## src/rtl/fetch_pkg.sv

```systemverilog
// Shared definitions for the instruction fetch stage.
package fetch_pkg;

  localparam int unsigned ADDR_W_DEF  = 36;
  localparam int unsigned INSTR_W_DEF = 32;

  typedef enum logic {
    IDLE  = 1'b0,
    FETCH = 1'b1
  } fetch_state_t;

endpackage

```

## src/rtl/fetch_fifo.sv

```systemverilog
// Synchronous FIFO with clear; storage is not reset, head is only meaningful when not empty.
module fetch_fifo
  import fetch_pkg::*;
#(
  parameter int unsigned WIDTH = 32,
  parameter int unsigned DEPTH = 4
) (
  input  logic                         i_clk,
  input  logic                         i_rst_n,
  input  logic                         i_push,
  input  logic [WIDTH-1:0]             i_data,
  input  logic                         i_pop,
  input  logic                         i_clear,
  output logic [WIDTH-1:0]             o_data,
  output logic                         o_full,
  output logic                         o_empty,
  output logic [$clog2(DEPTH+1)-1:0]   o_count
);

  localparam int unsigned PW = $clog2(DEPTH);
  localparam int unsigned CW = $clog2(DEPTH+1);

  logic [WIDTH-1:0] mem [DEPTH];
  logic [PW-1:0]    wr_ptr;
  logic [PW-1:0]    rd_ptr;
  logic             do_push;
  logic             do_pop;

  assign o_full  = (o_count == CW'(DEPTH));
  assign o_empty = (o_count == '0);
  assign do_pop  = i_pop && !o_empty;
  assign do_push = i_push && (!o_full || do_pop);
  assign o_data  = mem[rd_ptr];

  // Data storage write port.
  always_ff @(posedge i_clk) begin
    if (do_push && !i_clear)
      mem[wr_ptr] <= i_data;
  end

  // Pointer and occupancy tracking; pointers wrap naturally as DEPTH is a power of 2.
  always_ff @(posedge i_clk or negedge i_rst_n) begin
    if (!i_rst_n) begin
      wr_ptr  <= '0;
      rd_ptr  <= '0;
      o_count <= '0;
    end else if (i_clear) begin
      wr_ptr  <= '0;
      rd_ptr  <= '0;
      o_count <= '0;
    end else begin
      if (do_push)
        wr_ptr <= wr_ptr + PW'(1);
      if (do_pop)
        rd_ptr <= rd_ptr + PW'(1);
      o_count <= o_count + CW'(do_push) - CW'(do_pop);
    end
  end

endmodule

```

## src/rtl/fetch_unit.sv

```systemverilog
// Instruction fetch stage: issues in-order reads at the PC, queues returned words with their PC.
module fetch_unit
  import fetch_pkg::*;
#(
  parameter int unsigned ADDR_W  = ADDR_W_DEF,
  parameter int unsigned INSTR_W = INSTR_W_DEF,
  parameter int unsigned DEPTH   = 4
) (
  input  logic               i_clk,
  input  logic               i_rst_n,
  input  logic               i_en,
  input  logic               i_flush,
  input  logic [ADDR_W-1:0]  i_pc,
  output logic               o_pc_en,
  output logic               o_mem_req_valid,
  input  logic               i_mem_req_ready,
  output logic [ADDR_W-1:0]  o_mem_req_addr,
  input  logic               i_mem_rsp_valid,
  input  logic [INSTR_W-1:0] i_mem_rsp_data,
  output logic               o_instr_valid,
  input  logic               i_instr_ready,
  output logic [INSTR_W-1:0] o_instr,
  output logic [ADDR_W-1:0]  o_instr_pc
);

  localparam int unsigned CW = $clog2(DEPTH+1);

  fetch_state_t state;
  fetch_state_t state_nx;

  logic [CW-1:0]             outstanding;
  logic [CW-1:0]             drop_cnt;
  logic [CW-1:0]             iq_count;
  logic [CW:0]               in_use;
  logic                      credit_ok;
  logic [ADDR_W-1:0]         tag_head;
  logic [INSTR_W+ADDR_W-1:0] iq_head;
  logic                      iq_push;
  logic                      iq_empty;
  logic                      iq_full;
  logic                      tq_full;
  logic                      tq_empty;
  logic                      unused_ok;

  assign unused_ok = &{1'b0, iq_full, tq_full, tq_empty};

  // The in-flight count is the tag queue occupancy: one tag per issued, unanswered request.
  fetch_fifo #(
    .WIDTH (ADDR_W),
    .DEPTH (DEPTH)
  ) u_tag_q (
    .i_clk   (i_clk),
    .i_rst_n (i_rst_n),
    .i_push  (o_pc_en),
    .i_data  (i_pc),
    .i_pop   (i_mem_rsp_valid),
    .i_clear (1'b0),
    .o_data  (tag_head),
    .o_full  (tq_full),
    .o_empty (tq_empty),
    .o_count (outstanding)
  );

  fetch_fifo #(
    .WIDTH (INSTR_W + ADDR_W),
    .DEPTH (DEPTH)
  ) u_instr_q (
    .i_clk   (i_clk),
    .i_rst_n (i_rst_n),
    .i_push  (iq_push),
    .i_data  ({i_mem_rsp_data, tag_head}),
    .i_pop   (i_instr_ready),
    .i_clear (i_flush),
    .o_data  (iq_head),
    .o_full  (iq_full),
    .o_empty (iq_empty),
    .o_count (iq_count)
  );

  assign in_use         = {1'b0, outstanding} + {1'b0, iq_count};
  assign credit_ok      = (in_use < (CW+1)'(DEPTH));
  assign o_mem_req_addr = i_pc;
  assign iq_push        = i_mem_rsp_valid && (drop_cnt == '0) && !i_flush;

  assign o_instr_valid  = !iq_empty;
  assign {o_instr, o_instr_pc} = iq_empty ? '0 : iq_head;

  // FSM state register.
  always_ff @(posedge i_clk or negedge i_rst_n) begin
    if (!i_rst_n)
      state <= IDLE;
    else
      state <= state_nx;
  end

  // Next state and request issue; flush freezes the state and blocks issue.
  always_comb begin
    state_nx        = state;
    o_mem_req_valid = 1'b0;
    o_pc_en         = 1'b0;
    if (!i_flush) begin
      case (state)
        IDLE: begin
          if (i_en)
            state_nx = FETCH;
        end
        FETCH: begin
          if (!i_en)
            state_nx = IDLE;
          o_mem_req_valid = credit_ok;
          o_pc_en         = credit_ok && i_mem_req_ready;
        end
        default: state_nx = IDLE;
      endcase
    end
  end

  // Count of in-flight responses that belong to fetches discarded by a flush.
  always_ff @(posedge i_clk or negedge i_rst_n) begin
    if (!i_rst_n)
      drop_cnt <= '0;
    else if (i_flush)
      drop_cnt <= outstanding - CW'(i_mem_rsp_valid);
    else if (i_mem_rsp_valid && (drop_cnt != '0))
      drop_cnt <= drop_cnt - CW'(1);
  end

endmodule

```

## config.mk

```make
export PLATFORM = sky130hd
export DESIGN_NAME = fetch_unit
export DESIGN_NICKNAME = d
export VERILOG_FILES = /design/src/rtl/fetch_pkg.sv /design/src/rtl/fetch_fifo.sv /design/src/rtl/fetch_unit.sv
export SDC_FILE = /design/constraint.sdc
export NUM_CORES = 1
export LEC_CHECK = 0
export ABC_AREA = 1
export BUFFER_PORTS_ARGS = -buffer_cell sky130_fd_sc_hd__buf_4
export CORE_MARGIN = 3
export CORE_UTILIZATION = 26
export DETAILED_ROUTE_END_ITERATION = 12
export HOLD_SLACK_MARGIN = 0.08
export REMOVE_ABC_BUFFERS = 1
export SLEW_MARGIN = 0
export SYNTH_ARGS = -nofsm -noshare
export SYNTH_HDL_FRONTEND = slang
export SYNTH_HIERARCHICAL = 1
export SYNTH_SLANG_ARGS = --single-unit
```

## constraint.sdc

```tcl
create_clock -name i_clk -period 6 [get_ports i_clk]
set_clock_uncertainty 0.05 [all_clocks]
set_input_delay 0.6 -clock i_clk [delete_from_list [all_inputs] [get_ports i_clk]]
set_output_delay 0.6 -clock i_clk [all_outputs]
set_load 0.02 [all_outputs]
```

**Yosys cells after proc, flatten, opt, wreduce, memory -nomap -nowiden**

Memory sizes are Yosys's and may differ from the RTL's.
Cells that the tools add are included.

- Register bits: 18
- RAM bits: 416
- Input bits: 75
- Output and inout bits: 107
- Logic and storage cells: 64
- Memories: 2

- Add/subtract/negate cells: 11
- Magnitude comparators: 1
- Eq/ne operators: 2
- Mux-type cells: 17
- Reductions and logical operators: 23

Memories:

| memory | words | width | read ports | clocked after memory_dff | wr ports | line | source |
|---|---|---|---|---|---|---|---|
| u_instr_q.mem | 4 | 68 | 1 | 0 | 1 | fetch_fifo.sv:23 | `logic [WIDTH-1:0] mem [DEPTH];` |
| u_tag_q.mem | 4 | 36 | 1 | 0 | 1 | fetch_fifo.sv:23 |  |

Operator list:

| kind | number |
|---|---|
| $mux 68 | 1 |
| $logic_and 1x1->1 | 9 |
| $logic_not 3->1 | 3 |
| $mux 1 | 9 |
| $mux 3 | 3 |
| $sub 3x1->3 | 3 |
| $add 2x1->2 const B | 4 |
| $mux 2 | 4 |
| $add 3x1->3 | 2 |
| $eq 3x3->1 const B | 2 |
| $reduce_bool 2->1 | 3 |
| $logic_not 1->1 | 5 |
| $add 3x3->4 | 1 |
| $lt 4x3->1 const B | 1 |
| $reduce_bool 3->1 | 1 |
| $sub 3x1->3 const B | 1 |
| $logic_or 1x1->1 | 2 |

**Logic depth before layout (Yosys ltp)**

- Word-level depth: 8
- Gate-level depth with buffers: 12
- Mapped depth without buffers: 12

**Hierarchy**

Netlist, hierarchy kept.

By module, submodules not included:

| module | instances | cells an instance | area each (µm²) |
|---|---|---|---|
| fetch_fifo at u_instr_q | 1 | 721 | 10486.3 |
| fetch_fifo at u_tag_q | 1 | 410 | 5836.8 |
| fetch_unit | 1 | 236 | 1204.9 |

**Worst setup path before layout**

No wires, ideal clock.

- Path kind: input port to flip-flop
- Start point: input i_flush
- End point: memory u_instr_q/mem[0][0] in the netlist's numbering, enable pin
- Setup time: 0.495 ns
- Arrival: 4.036 ns
- Data required time: 5.455 ns
- Path slack: 1.419 ns
- Stages: 5
- Cells stage by stage: inv_2 > nand2_1 > nor2_1 > nand3_1 > nor2_1

- Cells in the longest elaborated chain, start to end: 6

RTL lines:

| element | line | source |
|---|---|---|
| start: declaration | fetch_unit.sv:12 | `input logic i_flush,` |
| $logic_not 1->1 | fetch_unit.sv:83 | `assign iq_push = i_mem_rsp_valid && (drop_cnt == '0) && !i_flush;` |
| $logic_and 1x1->1 | fetch_unit.sv:83 |  |
| net iq_push | fetch_unit.sv:38 | `logic iq_push;` |
| $logic_and 1x1->1 | fetch_fifo.sv:32 | `assign do_push = i_push && (!o_full \|\| do_pop);` |
| $logic_and 1x1->1 | fetch_fifo.sv:37 | `if (do_push && !i_clear)` |
| $mux 1 | fetch_fifo.sv:37 |  |
| $mux 1 (not written as such) | fetch_fifo.sv:38 | `mem[wr_ptr] <= i_data;` |
| end: declaration | fetch_fifo.sv:23 |  |

The timed path passes the listed nets, and every way through them passes these cells.

**Worst setup path in the final report**

- Start point: register u_instr_q.rd_ptr[1]
- End point: output o_instr_pc[3]

- Cells in the longest elaborated chain, start to end: 2

RTL lines:

| element | line | source |
|---|---|---|
| start: declaration | fetch_fifo.sv:25 | `logic [PW-1:0] rd_ptr;` |
| start signal: assignment | fetch_fifo.sv:55 | `rd_ptr <= rd_ptr + PW'(1);` |
| $mem_v2 4x68 | n/a |  |
| net iq_head[3] | fetch_unit.sv:37 | `logic [INSTR_W+ADDR_W-1:0] iq_head;` |
| $mux 68 | fetch_unit.sv:86 | `assign {o_instr, o_instr_pc} = iq_empty ? '0 : iq_head;` |
| end: declaration | fetch_unit.sv:23 | `output logic [ADDR_W-1:0] o_instr_pc` |

The timed path passes the listed nets, and every way through them passes these cells.

==> flow_summary.ini <==
[route]
antenna_left = 0
viasPerCell = 4.47
drt_wl_total_um = 41500
drt-pass1-iter-count = 4
drt_iter0_markers = 694
via_count = 10699
drc = 0
wire_per_inst_um = 17.3

[clocking]
clk_pin_slew_worst_paths_ps = 60
insertion_delay_ps = 570
postCtsSetupBuffers = 0
clock-root-buffer = clkbuf_16
cts_tree = built
cts.sinks = 434
cts_resized = 0
clock_path_buffers = 3
htree_levels = 2
cts_made_buffers = 47

[timing]
slew_headroom = 0.176
finalSetupTns_ps = 0
final_max_slew_viol_count = 0
setup_viol_count_final = 0
grt_setup_unrepaired = no
min_period_over_period = 0.669
clock.fmax_mhz = 249
hold_viol_final = 0
tightest_slew_ps = 1230
post-route-min-period_ps = 4010

[global_route]
antenna_found_initial = 3
grt_overflow = 0
grt_max_degree = 95
grt_pass1_wl_um = 62600
grt_usage = 0.115
grt_pass1_vias = 10386

[place]
place_area_mm2 = 0.0194
dp_hpwl_um = 25400
io_buffer_count = 181
gp_congestion = 0.770

[floorplan]
fp.dieH_um = 266
dieArea_mm2 = 0.0705
row_count = 94
io_pins = 182
die_x_um = 266
core_mm2 = 0.0662
initial_core_util = 0.265

[cells_and_area]
fill_cells = 6541
final_layout_size_suffix_gt1_frac = 0.182
n_antenna_cell = 0
syn_to_final_growth_pct = 19.6
final_area_mm2 = 0.0209
nNetsFinal = 1589
utilization = 0.316

[power_and_ir_drop]
vdd_drop_max_v = 0.000215
p_int_w = 0.00612
powerDensity_mw_per_mm2 = 439
power_frac_comb = 0.287
switching_share = 0.335
power.switching_w = 0.00308
p_clk_frac = 0.311
leakage_nw = 7.53
power_frac_seq = 0.402

[critical_path]
r2r_setup_slack_ps = 2430
path_max_fanout = 72
cp-end-kind = output port
startpoint_type = register
cp.arrival_ps = 3360
required_ps = 5350
setup.worst_path.class = register to output port

[outcome]
outcome = complete, no violations

[run]
drv_cap = 0

[synth]
ys_warn_count = 6
postSynthCellCount = 1364
syn_avg_cell_area_um2 = 12.8
synth_area_mm2 = 0.0175

[hold_path]
hold_path_class = primary input to register
## layout make-up
| class | instances | area, um^2 | area share |
|---|---|---|---|
| Sequential cell | 434 | 13000 | 0.618 |
| Multi-Input combinational cell | 711 | 3490 | 0.167 |
| Timing Repair Buffer | 192 | 1440 | 0.0689 |
| Clock buffer | 57 | 1220 | 0.0584 |
| Tap cell | 864 | 1080 | 0.0516 |
| Inverter | 110 | 423 | 0.0202 |
| Clock inverter | 28 | 333 | 0.0159 |
## power by group through the flow
stage          Combinational, W  Sequential, W  Clock, W
3_3_place_gp            0.00266        0.00376         0
2_1_floorplan           0.00150        0.00372         0
6_report                0.00264        0.00370   0.00286
5_1_grt                 0.00294        0.00372   0.00307
3_5_place_dp            0.00270        0.00376         0
4_1_cts                 0.00270        0.00370   0.00294
## cells in the final DEF (no fill, tap or decap), types with 6 or more instances in the layout
cell type / n
clkinv_1: 9
nor2_1: 295
ha_1: 16
dfrtp_1: 14
o21ai_1: 96
o22ai_1: 104
nand3_1: 18
o21ai_0: 118
inv_1: 102
bufinv_16: 6
clkbuf_1: 9
edfxtp_1: 416
nand4_1: 8
nand2_1: 38
nor2_4: 8
clkbuf_16: 47
clkinv_2: 6
buf_4: 191
## worst max-delay path, stage by stage, from the launching register on
cell	delay [ps]
dfrtp_4	760
clkinv_2	410
buf_4	550
o21ai_0	190
o22ai_1	200
inv_1	70
nor2_1	320
buf_4	220
## worst paths after layout
kind                                     start                 to  depth (start not counted)
max                        u_instr_q/rd_ptr[1]      o_instr_pc[3]                          7
min                                       i_en              state                          3
max reg2reg                 u_tag_q/o_count[2]  u_tag_q/mem[0][1]                          6
min reg2reg                              state              state                          2
max in group asynchronous              i_rst_n  u_tag_q/rd_ptr[0]                          2
min in group asynchronous              i_rst_n              state                          2
## timing repair
action | 4_1_cts | 5_1_grt
endpoints found under the hold margin | 18 | 0
endpoints found under the setup margin | 0 | 0
hold buffers | 1 | 0
## sequential cells by signal (all words and copies together) (netlist names)
register and flops:
u_tag_q/rd_ptr 2, u_tag_q/wr_ptr 2, u_instr_q/mem 272, state 1, u_tag_q/mem 144, u_tag_q/o_count 3
u_instr_q/o_count 3, u_instr_q/rd_ptr 2, drop_cnt 3, u_instr_q/wr_ptr 2
## per-stage QoR
step / setup slack, ps / hold WS (ps) / power [W] / std cells
2_1_floorplan: 1150 / 254 / 0.00522 / 1255
3_3_place_gp: 2410 / 445 / 0.00642 / 2310
3_5_place_dp: 2380 / 430 / 0.00646 / 2310
4_1_cts: 1890 / 143 / 0.00935 / 2396
5_1_grt: 1650 / 152 / 0.00972 / 2396
6_report: 1990 / 179 / 0.00920 / 2396
## layer usage
metal	wire length [um]	vias up	GRT usage	part of all wire
met5	0	-	0	0
met4	773	0	0.0286	0.019
met3	2600	50	0.0278	0.063
met2	19500	278	0.188	0.47
met1	18600	5271	0.155	0.45
li1	-	5100	-	-
Power figures use the tool's default switching activity.
